### config.mk
export PLATFORM = sky130hd
export DESIGN_NAME = inst_sequencer
export DESIGN_NICKNAME = d
export VERILOG_FILES = /design/src/rtl/inst_sequencer.sv
export SDC_FILE = /design/constraint.sdc
export NUM_CORES = 1
export LEC_CHECK = 0
export ABC_CLOCK_PERIOD_IN_PS = 2200
export CAP_MARGIN = 0
export CORE_MARGIN = 2
export CORE_UTILIZATION = 45
export CTS_BUF_LIST = sky130_fd_sc_hd__clkbuf_4 sky130_fd_sc_hd__clkbuf_8
export CTS_CLUSTER_DIAMETER = 40
export DETAILED_ROUTE_END_ITERATION = 10
export GPL_TIMING_DRIVEN = 0
export PLACE_DENSITY = 0.78
export REMOVE_ABC_BUFFERS = 1
export SKIP_CTS_REPAIR_TIMING = 1
export SYNTH_ARGS = -nofsm -noshare
export SYNTH_HDL_FRONTEND = slang
export SYNTH_SLANG_ARGS = --single-unit
### constraint.sdc
create_clock -name clk -period 2.2 [get_ports clk]
set_clock_uncertainty 0.1 [all_clocks]
set_input_delay 0.44 -clock clk [delete_from_list [all_inputs] [get_ports clk]]
set_output_delay 0.44 -clock clk [all_outputs]
set_load 0.05 [all_outputs]
### src/rtl/inst_sequencer.sv
// Multi-cycle fetch/execute/write-back sequencer for the RV32 core, with a coprocessor handshake.
// Optional SEQ_CP_TIMEOUT_EN halts on a coprocessor that never answers within CP_TIMEOUT cycles.
module inst_sequencer #(
  parameter logic [31:0] RESET_PC   = 32'h0000_0000,
  parameter int unsigned CP_TIMEOUT = 16
) (
  input  logic        clk,
  input  logic        rst_n,
  input  logic        run_en,
  output logic        imem_req,
  output logic [31:0] imem_addr,
  input  logic        imem_ack,
  input  logic [31:0] imem_rdata,
  output logic [31:0] inst,
  input  logic        dec_w_en,
  output logic        rf_we,
  output logic        cp_start,
  input  logic        cp_done,
  output logic        retire,
  output logic        halted,
  output logic [1:0]  halt_cause
);

  localparam logic [2:0] S_FETCH   = 3'd0;
  localparam logic [2:0] S_EXEC    = 3'd1;
  localparam logic [2:0] S_CP_WAIT = 3'd2;
  localparam logic [2:0] S_WB      = 3'd3;
  localparam logic [2:0] S_HALT    = 3'd4;

  localparam logic [6:0] OP_R     = 7'b0110011;
  localparam logic [6:0] OP_I     = 7'b0010011;
  localparam logic [6:0] OP_CUST0 = 7'b0001011;

  localparam logic [1:0] CAUSE_ILLEGAL = 2'b01;
  localparam logic [1:0] CAUSE_CP_TMO  = 2'b10;

  logic [2:0]  state, state_n;
  logic [31:0] pc, pc_n;
  logic [31:0] inst_n;
  logic        imem_req_n, rf_we_n, cp_start_n, retire_n, halted_n;
  logic [1:0]  halt_cause_n;

`ifdef SEQ_CP_TIMEOUT_EN
  localparam int unsigned CNT_W = (CP_TIMEOUT > 1) ? $clog2(CP_TIMEOUT) : 1;
  localparam logic [CNT_W-1:0] CP_LAST = CNT_W'(CP_TIMEOUT - 1);
  logic [CNT_W-1:0] cp_cnt, cp_cnt_n;
`else
  logic unused_cp_timeout;
  assign unused_cp_timeout = ^32'(CP_TIMEOUT);
`endif

  // Terminal-count decision is unused when the watchdog is not built.
  logic cp_expired;
`ifdef SEQ_CP_TIMEOUT_EN
  assign cp_expired = (cp_cnt == CP_LAST);
`else
  assign cp_expired = 1'b0;
`endif

  assign imem_addr = pc;

  always_ff @(posedge clk or negedge rst_n) begin
    if (!rst_n) begin
      state      <= S_FETCH;
      pc         <= RESET_PC;
      inst       <= 32'h0000_0000;
      imem_req   <= 1'b0;
      rf_we      <= 1'b0;
      cp_start   <= 1'b0;
      retire     <= 1'b0;
      halted     <= 1'b0;
      halt_cause <= 2'b00;
    end else begin
      state      <= state_n;
      pc         <= pc_n;
      inst       <= inst_n;
      imem_req   <= imem_req_n;
      rf_we      <= rf_we_n;
      cp_start   <= cp_start_n;
      retire     <= retire_n;
      halted     <= halted_n;
      halt_cause <= halt_cause_n;
    end
  end

`ifdef SEQ_CP_TIMEOUT_EN
  always_ff @(posedge clk or negedge rst_n) begin
    if (!rst_n) cp_cnt <= '0;
    else        cp_cnt <= cp_cnt_n;
  end
`endif

  // Next state plus next values of every registered strobe; strobes default low.
  always_comb begin
    state_n      = state;
    pc_n         = pc;
    inst_n       = inst;
    imem_req_n   = 1'b0;
    rf_we_n      = 1'b0;
    cp_start_n   = 1'b0;
    retire_n     = 1'b0;
    halt_cause_n = halt_cause;
`ifdef SEQ_CP_TIMEOUT_EN
    cp_cnt_n     = cp_cnt;
`endif
    unique case (state)
      S_FETCH: begin
        if (imem_req && imem_ack) begin
          inst_n  = imem_rdata;
          state_n = S_EXEC;
        end else begin
          // An outstanding request is never withdrawn, even if run_en falls.
          imem_req_n = imem_req | run_en;
        end
      end
      S_EXEC: begin
        if (inst[6:0] == OP_R || inst[6:0] == OP_I) begin
          state_n  = S_WB;
          rf_we_n  = dec_w_en;
          retire_n = 1'b1;
        end else if (inst[6:0] == OP_CUST0) begin
          state_n    = S_CP_WAIT;
          cp_start_n = 1'b1;
`ifdef SEQ_CP_TIMEOUT_EN
          cp_cnt_n   = '0;
`endif
        end else begin
          state_n      = S_HALT;
          halt_cause_n = CAUSE_ILLEGAL;
        end
      end
      S_CP_WAIT: begin
        if (cp_done) begin
          state_n  = S_WB;
          rf_we_n  = dec_w_en;
          retire_n = 1'b1;
        end else if (cp_expired) begin
          state_n      = S_HALT;
          halt_cause_n = CAUSE_CP_TMO;
        end else begin
`ifdef SEQ_CP_TIMEOUT_EN
          cp_cnt_n = cp_cnt + CNT_W'(1);
`endif
        end
      end
      S_WB: begin
        pc_n       = pc + 32'd4;
        state_n    = S_FETCH;
        imem_req_n = run_en;
      end
      S_HALT: begin
        state_n = S_HALT;
      end
      default: begin
        state_n = S_FETCH;
      end
    endcase
    halted_n = (state_n == S_HALT);
  end

endmodule
==> qor.yml, run 1 <==
status:
  status: "complete, no violations"
synth:
  synth_common_cells: "71 x dfrtp_1, 33 x mux2_2, 16 x xnor2_1"
  yosys.area_share.simple: 0.165
  syn-cell-area_mm2: 0.00306
  synth_edf_count: 0
  synth_top_family_by_area: "simple AND/OR/NAND/NOR gates"
  synth_ff_type: "dfrtp_1"
  netlist_instances: 231
  synth-compound-area-share: 0.0147
  avgSynthCellArea_um2: 13.3
  synth.top_cell.area_share: 0.580
  synth.most_common_cell: "dfrtp_1"
  yosysWarnings: 0
  muxShareOfSynthArea: 0.121
  yosys.area_share.adder: 0.00408
  synth_cell_types: 41
  async_reset_ff_frac: 1.00
  ys_seq_area_frac: 0.580
  synth.largest_area_cell: "dfrtp_1"
  synth-xor-area-share: 0.0829
  ys_ff_latch: 71
  synthTopCellsByArea: "dfrtp_1 58%, mux2_2 12%, xnor2_1 4.6%"
worst_setup_path:
  arrival_ns: 1.62
  critPathTopFamily: "buffers and inverters"
  max_stage_delay_ns: 0.84
  endpoint_kind: "output pin"
  critPathBufInv: 1
  crit_slowest_cell: "clkdlybuf4s50_1"
  crit_path_max_fanout: 5
  crit_type: "flip-flop to output pin"
  critPathLaunchType: "flip-flop"
  critPathRequiredTime_ns: 1.66
  cp_cell_sequence: "clkdlybuf4s50_1"
route:
  via_count: 2167
  drt-initial-drc-count: 62
  postRouteAntennaNets: 0
  firstDrtPassIters: 4
  drc: 0
  drt_wl_total_um: 6450
  wire_per_inst_um: 15.1
  via_per_inst: 5.09
grt:
  antenna_found_initial: 0
  grt_pass1_vias: 2246
  track_usage: 0.183
  grt_max_degree: 72
  grt_pass1_wl_um: 10500
  gr-total-overflow: 0
sta:
  tightestPinTransition_ns: 0.883
  rsz0062_at_grt: "false"
  relSlewSlack: 0.411
  period_share: 0.981
  maxSlewViolCount: 0
  fmax_ghz: 0.463
  hold_violations: 0
  timing.final.crit_period_ns: 2.16
  hold_slack_ns: 0.113
  report.final.setup_viol: 0
placement:
  hpwl_um: 4520
  routabilityCongestion: 0.772
  placed_cells: 409
  io_buffers: 105
clocking:
  cts-root-buf: "clkbuf_8"
  clk_pin_slew_ns: 0.07
  cts_max_level: 3
  clk_path_buf_depth: 2
  tritoncts: "yes"
  cts_sinks: 71
  cts_made_buffers: 9
  clk_latency_ns: 0.34
worst_hold_path:
  hp-class: "primary input to async pin"
final_layout:
  nets: 380
  area_delta_synth_final_pct: 46.2
  drive_gt1_frac: 0.191
  final_cells: 426
  antenna_cells: 0
floorplan:
  start_util: 0.459
  ios: 109
  core_area_mm2: 0.00668
  die_w_um: 86.5
  num_rows: 30
  die_y_um: 86.5
  fp.dieArea_mm2: 0.00749
pwr:
  ir_worst_vdd_mv: 0.452
  power_density_mw_per_mm2: 627
  power_leakage_uw: 0.00224
run:
  cap_violations: 0
state kept, by name, indices dropped and copies added, names as in the netlist:
name and cells:
cp_start 1, halt_cause 1, halted 1, imem_addr 30, imem_req 1, inst 32, retire 1, rf_we 1
state 3
power breakdown:
part           internal (uW)  leakage (uW)  switching (uW)
Clock                    914      0.000137             491
Combinational           57.0       0.00113            43.8
Sequential              1300      0.000977               0
Total                   2280       0.00224             535
path summary, 6_finish.rpt:
check / slack [ns] / to / startpoint / cells after the start
hold / removal: 0.11 / imem_addr[29]$_DFFE_PN0N_ / rst_n / 1
max in group asynchronous: 1.31 / imem_addr[5]$_DFFE_PN0N_ / rst_n / 1
hold reg to reg: 0.37 / halt_cause[0]$_DFFE_PN0P_ / halt_cause[0]$_DFFE_PN0P_ / 1
setup / recovery: 0.04 / imem_addr[26] / imem_addr[26]$_DFFE_PN0N_ / 1
min in group clk: 0.37 / halt_cause[0]$_DFFE_PN0P_ / halt_cause[0]$_DFFE_PN0P_ / 1
setup reg to reg: 0.26 / imem_addr[31]$_DFFE_PN0N_ / state[1]$_DFF_PN0_ / 4
logic make-up after synthesis:
logic type,Yosys count
other cells,1
fa+ha+maj,1
buf+inv,17
xor+xnor,29
flops,71
compound gates,8
simple gates,71
mux,33
placed cells by master (no fill, tap or decap), types with 2 or more instances in the layout:
| master | Yosys | layout |
|---|---|---|
| xnor2_1 | 16 | 16 |
| nand2b_1 | 3 | 3 |
| xor2_1 | 13 | 13 |
| nand4b_1 | 2 | 2 |
| dlymetal6s2s_1 | 0 | 7 |
| o21ai_0 | 2 | 2 |
| nor3_1 | 8 | 8 |
| nand3b_1 | 3 | 3 |
| nand4_1 | 3 | 3 |
| conb_1 | 1 | 3 |
| and4_1 | 4 | 4 |
| bufinv_16 | 0 | 4 |
| buf_4 | 5 | 2 |
| inv_1 | 6 | 6 |
| nor2_1 | 6 | 6 |
| nand2_1 | 9 | 9 |
| nand3_1 | 8 | 8 |
| and3_1 | 4 | 4 |
| clkbuf_8 | 0 | 10 |
| a21oi_1 | 4 | 4 |
| dfrtp_1 | 71 | 71 |
| and2_1 | 3 | 3 |
| mux2_2 | 33 | 33 |
| clkdlybuf4s50_1 | 0 | 97 |
| nor3_2 | 4 | 4 |
stage by stage:
step | power (uW) | area [um^2] | TNS [ns] | setup WS (ns) | utilization
2_1_floorplan | 1340 | 3000 | -10.22 | -0.320 | -
3_3_place_gp | 1430 | 4150 | -165.82 | -1.83 | 0.621
6_report | 2810 | 4480 | 0 | 0.0412 | 0.670
3_5_place_dp | 1430 | 4170 | -1.85 | -0.0812 | 0.625
4_1_cts | 2840 | 4450 | 0 | 0.0000874 | 0.666
5_1_grt | 2900 | 4480 | 0 | 0.00219 | 0.670
final cells by class:
| type | count | area (um^2) |
|---|---|---|
| Clock buffer | 11 | 145 |
| Fill cell | 497 | 2200 |
| Timing Repair Buffer | 108 | 1100 |
| Sequential cell | 71 | 1780 |
| Multi-Input combinational cell | 145 | 1210 |
| Inverter | 6 | 22.5 |
| Clock inverter | 5 | 129 |
| Tap cell | 80 | 100 |
layer usage:
metal  track usage  routed length (um)  part of all wire  vias up
met5             0                   0                 0        -
met4        0.0966                 110             0.017        0
met3        0.0867                 672              0.10        9
met2         0.272                2950              0.46       91
met1         0.221                2710              0.42     1062
li1              -                   -                 -     1005
No activity file was read; power rests on OpenSTA's default activity.
==> run 2, diff against run 1 <==
- REMOVE_ABC_BUFFERS: 1 -> default
==> run 2 against run 1 <==
Routed wire length is 1.1% higher. Flip-flop and latch count stayed put. Die area is the same. Cell count grew 1.6%. Clock-buffer cell count did not move. Sequential share of layout area is 0.61 points higher. Design area down 1.5%. Utilization fell by 1.0 points. Clock power down 36%. Via count shrank 0.78%. Critical endpoint is now imem_addr[5]. Largest cell class unchanged.
==> qor.yml, run 2 (synthesized netlist as in run 1, its figures left out) <==
pwr:
  ir_worst_vdd_mv: 0.338
  power_leakage_uw: 0.00222
  power_density_mw_per_mm2: 526
clocking:
  tritoncts: "yes"
  cts_made_buffers: 9
  clk_pin_slew_ns: 0.07
  clk_path_buf_depth: 2
  cts-root-buf: "clkbuf_8"
  cts_sinks: 71
  cts_max_level: 3
  clk_latency_ns: 0.34
route:
  drc: 0
  postRouteAntennaNets: 0
  drt_wl_total_um: 6520
  via_count: 2150
  wire_per_inst_um: 15.1
  drt-initial-drc-count: 50
  firstDrtPassIters: 4
  via_per_inst: 4.97
worst_setup_path:
  crit_type: "flip-flop to output pin"
  endpoint_kind: "output pin"
  critPathBufInv: 1
  cp_cell_sequence: "clkdlybuf4s50_1"
  critPathRequiredTime_ns: 1.66
  critPathTopFamily: "buffers and inverters"
  crit_path_max_fanout: 4
  crit_slowest_cell: "clkdlybuf4s50_1"
  max_stage_delay_ns: 0.84
  critPathLaunchType: "flip-flop"
  arrival_ns: 1.60
grt:
  gr-total-overflow: 0
  grt_pass1_wl_um: 10800
  top_usage_layer: "met2"
  grt_max_degree: 72
  use_met1: 0.231
  grt_pass1_vias: 2241
  track_usage: 0.188
  grt.met3_usage: 0.107
  antenna_found_initial: 0
  grtUsageMet2: 0.278
floorplan:
  num_rows: 30
  core_area_mm2: 0.00668
  die_y_um: 86.5
  fp.dieArea_mm2: 0.00749
  ios: 109
  die_w_um: 86.5
  start_util: 0.459
sta:
  report.final.setup_viol: 0
  hold_violations: 0
  period_share: 0.972
  tightestPinTransition_ns: 0.900
  rsz0062_at_grt: "false"
  timing.final.crit_period_ns: 2.14
  fmax_ghz: 0.468
  maxSlewViolCount: 0
  relSlewSlack: 0.400
final_layout:
  final_core_util: 0.660
  mostFrequentLayoutCells: "97 x clkdlybuf4s50_1, 71 x dfrtp_1, 33 x mux2_2, 16 x xnor2_1, 13 x xor2_1"
  final_common_cell: "clkdlybuf4s50_1"
  fillCellCount: 532
  seq_area_mm2: 0.00178
  multiInputGateArea_mm2: 0.00121
  fin_area_mm2: 0.00441
  antenna_cells: 0
  largest_register_ffs: 32
  area_delta_synth_final_pct: 44.0
  nets: 388
  regMostFlops: "inst"
  drive_gt1_frac: 0.204
placement:
  hpwl_um: 4610
  routabilityCongestion: 0.754
  placed_area_mm2: 0.00422
  io_buffers: 105
status:
  status: "complete, no violations"
worst_hold_path:
  hp-class: "primary input to async pin"
run:
  cap_violations: 0
run 2: routing by layer:
layer	wire, um	share of wire
met4	85	0.013
met5	0	0
met2	2870	0.44
met3	746	0.11
met1	2820	0.43
run 2: cell type report:
cell class,count,share of cell area
flip-flops and latches,71,0.403
repair buffers,105,0.242
clock inverters,4,0.00510
plain buffers,11,0.0164
multi-input cells,145,0.273
clock buffers,11,0.0329
well taps,80,0.0227
inverters,6,0.00510
run 2: path summary, 6_finish.rpt:
kind                                            from                   endpoint  slack [ns]  cells after the start
setup reg to reg                  state[2]$_DFF_PN0_  imem_addr[31]$_DFFE_PN0N_        0.30                      5
max in group asynchronous                      rst_n           retire$_DFF_PN0_        1.29                      1
hold reg to reg            halt_cause[0]$_DFFE_PN0P_  halt_cause[0]$_DFFE_PN0P_        0.36                      1
setup / recovery            imem_addr[5]$_DFFE_PN0N_               imem_addr[5]        0.06                      1
hold / removal                                 rst_n  imem_addr[24]$_DFFE_PN0N_        0.13                      1
min in group clk           halt_cause[0]$_DFFE_PN0P_  halt_cause[0]$_DFFE_PN0P_        0.36                      1
run 2: through the flow:
| stage | TNS, ns | setup slack, ns | power [uW] | cells | hold WS, ns |
|---|---|---|---|---|---|
| after floorplan | 0 | 0.162 | 1350 | 233 | 0.0444 |
| final | 0 | 0.0623 | 2320 | 433 | 0.131 |
| after global placement | -129.60 | -1.83 | 1440 | 418 | 0.345 |
| after global routing | 0 | 0.00119 | 2430 | 433 | 0.201 |
| after CTS | -0.00816 | -0.00816 | 2350 | 433 | 0.158 |
| after detailed placement | 0 | 0.188 | 1440 | 418 | 0.344 |
run 2: where the power goes:
part | switching, uW | total (uW) | internal [uW]
Sequential | 0 | 1300 | 1300
Clock | 469 | 909 | 440
Combinational | 45.3 | 106 | 60.7
==> run 3, diff against run 2 <==
- CTS_BUF_LIST: sky130_fd_sc_hd__clkbuf_4 sky130_fd_sc_hd__clkbuf_8 -> sky130_fd_sc_hd__clkbuf_8
==> run 3 against run 2 <==
Worst hold slack gained 0.00076 ns. Worst setup slack is essentially flat. Via count shrank 0.19%. Cell count is the same. Critical endpoint unchanged. Combinational power is essentially flat. Power shrank 0.72%. Global-route usage is the same. Flip-flop and latch count is the same. Clock power shrank 2%. Largest cell class unchanged. Maximum frequency is essentially flat. Sequential power is essentially flat. Register-to-register slack is essentially flat.
==> qor.yml, run 3 (synthesized netlist as in run 1, its figures left out) <==
status:
  status: "complete, no violations"
sta:
  rsz0062_at_grt: "false"
  report.final.setup_viol: 0
  tightestPinTransition_ns: 0.901
  timing.final.crit_period_ns: 2.14
  hold_violations: 0
  hold_slack_ns: 0.132
  relSlewSlack: 0.399
  tns_ns: 0
  period_share: 0.972
  fmax_ghz: 0.468
  maxSlewViolCount: 0
worst_setup_path:
  critPathRequiredTime_ns: 1.66
  critPathBufInv: 1
  worstReg2RegStart: "state[2]$_DFF_PN0_"
  endpoint_kind: "output pin"
  crit_type: "flip-flop to output pin"
  crit_path_max_fanout: 4
  cp.depth: 1
  arrival_ns: 1.60
  max_stage_delay_ns: 0.84
  worst-r2r-cell-count: 5
  cp_cell_sequence: "clkdlybuf4s50_1"
  r2r_end: "imem_addr[31]$_DFFE_PN0N_"
  r2r_slack_ns: 0.30
  crit_slowest_cell: "clkdlybuf4s50_1"
  critPathTopFamily: "buffers and inverters"
  critPathLaunchType: "flip-flop"
clocking:
  cts-root-buf: "clkbuf_8"
  clk_pin_slew_ns: 0.07
  clk_latency_ns: 0.34
  cts_sinks: 71
  clk_path_buf_depth: 2
  cts_made_buffers: 9
  tritoncts: "yes"
  cts_max_level: 3
worst_hold_path:
  hp-class: "primary input to async pin"
final_layout:
  largest_register_ffs: 32
  area_delta_synth_final_pct: 43.9
  regMostFlops: "inst"
  drive_gt1_frac: 0.201
  nets: 388
  mostFrequentLayoutCells: "97 x clkdlybuf4s50_1, 71 x dfrtp_1, 33 x mux2_2, 16 x xnor2_1, 13 x xor2_1"
  final_cells: 433
  final_core_util: 0.660
  final_common_cell: "clkdlybuf4s50_1"
  antenna_cells: 0
floorplan:
  start_util: 0.459
  fp.dieArea_mm2: 0.00749
  num_rows: 30
  die_w_um: 86.5
  ios: 109
  die_y_um: 86.5
  core_area_mm2: 0.00668
grt:
  grt_max_degree: 72
  gr-total-overflow: 0
  antenna_found_initial: 0
  grt_pass1_wl_um: 10800
  grt_pass1_vias: 2241
  track_usage: 0.188
pwr:
  power_leakage_uw: 0.00222
  power_density_mw_per_mm2: 523
  fin_total_pwr_uw: 2300
  ir_worst_vdd_mv: 0.338
placement:
  routabilityCongestion: 0.754
  placed_cells: 418
  hpwl_um: 4610
  io_buffers: 105
route:
  via_count: 2146
  drt_wl_total_um: 6520
  drt-initial-drc-count: 50
  firstDrtPassIters: 4
  wire_per_inst_um: 15.0
  via_per_inst: 4.96
  drc: 0
  postRouteAntennaNets: 0
run:
  cap_violations: 0
-- run 3: changes by cell type in the layout (fill, tap and decap cells not counted), sizes merged --
cell    delta
clkbuf     -1
inv        +1
-- run 3: report_power, final --
group | internal, uW | total, uW | switching (uW)
combinational | 60.7 | 106 | 45.3
clock | 423 | 893 | 469
sequential | 1300 | 1300 | 0
-- run 3: final cells by class --
| type | instances | area, um^2 |
|---|---|---|
| fillers | 533 | 2270 |
| clock buffers | 10 | 138 |
| multi-input cells | 145 | 1210 |
| repair buffers | 105 | 1070 |
| flip-flops and latches | 71 | 1780 |
| inverters | 6 | 22.5 |
| well taps | 80 | 100 |
| plain buffers | 11 | 72.6 |
| clock inverters | 5 | 26.3 |
-- run 3: worst max path at each step --
stage | startpoint | endpoint | slack (ns)
after detailed placement | imem_ack | inst[1]$_DFFE_PN0P_ | 0.19
after global routing | imem_addr[5]$_DFFE_PN0N_ | imem_addr[5] | 0.001
after CTS | imem_addr[10]$_DFFE_PN0N_ | imem_addr[10] | -0.008
after global placement | rst_n | inst[26]$_DFFE_PN0P_ | -1.83
final | imem_addr[5]$_DFFE_PN0N_ | imem_addr[5] | 0.06
after floorplan | imem_addr[4]$_DFFE_PN0N_ | imem_addr[31]$_DFFE_PN0N_ | 0.16
-- run 3: metrics by stage --
stage / setup WS, ns / instance area (um^2)
3_3_place_gp: -1.83 / 4220
4_1_cts: -0.00816 / 4380
6_report: 0.0625 / 4410
5_1_grt: 0.00119 / 4410
3_5_place_dp: 0.188 / 4220
2_1_floorplan: 0.162 / 3070
-- run 3: metal layers --
layer / up-vias / track usage / routed length [um]
met5: - / 0 / 0
met4: 0 / 0.0682 / 85
met3: 8 / 0.107 / 746
met2: 85 / 0.278 / 2870
met1: 1032 / 0.231 / 2820
li1: 1021 / - / -
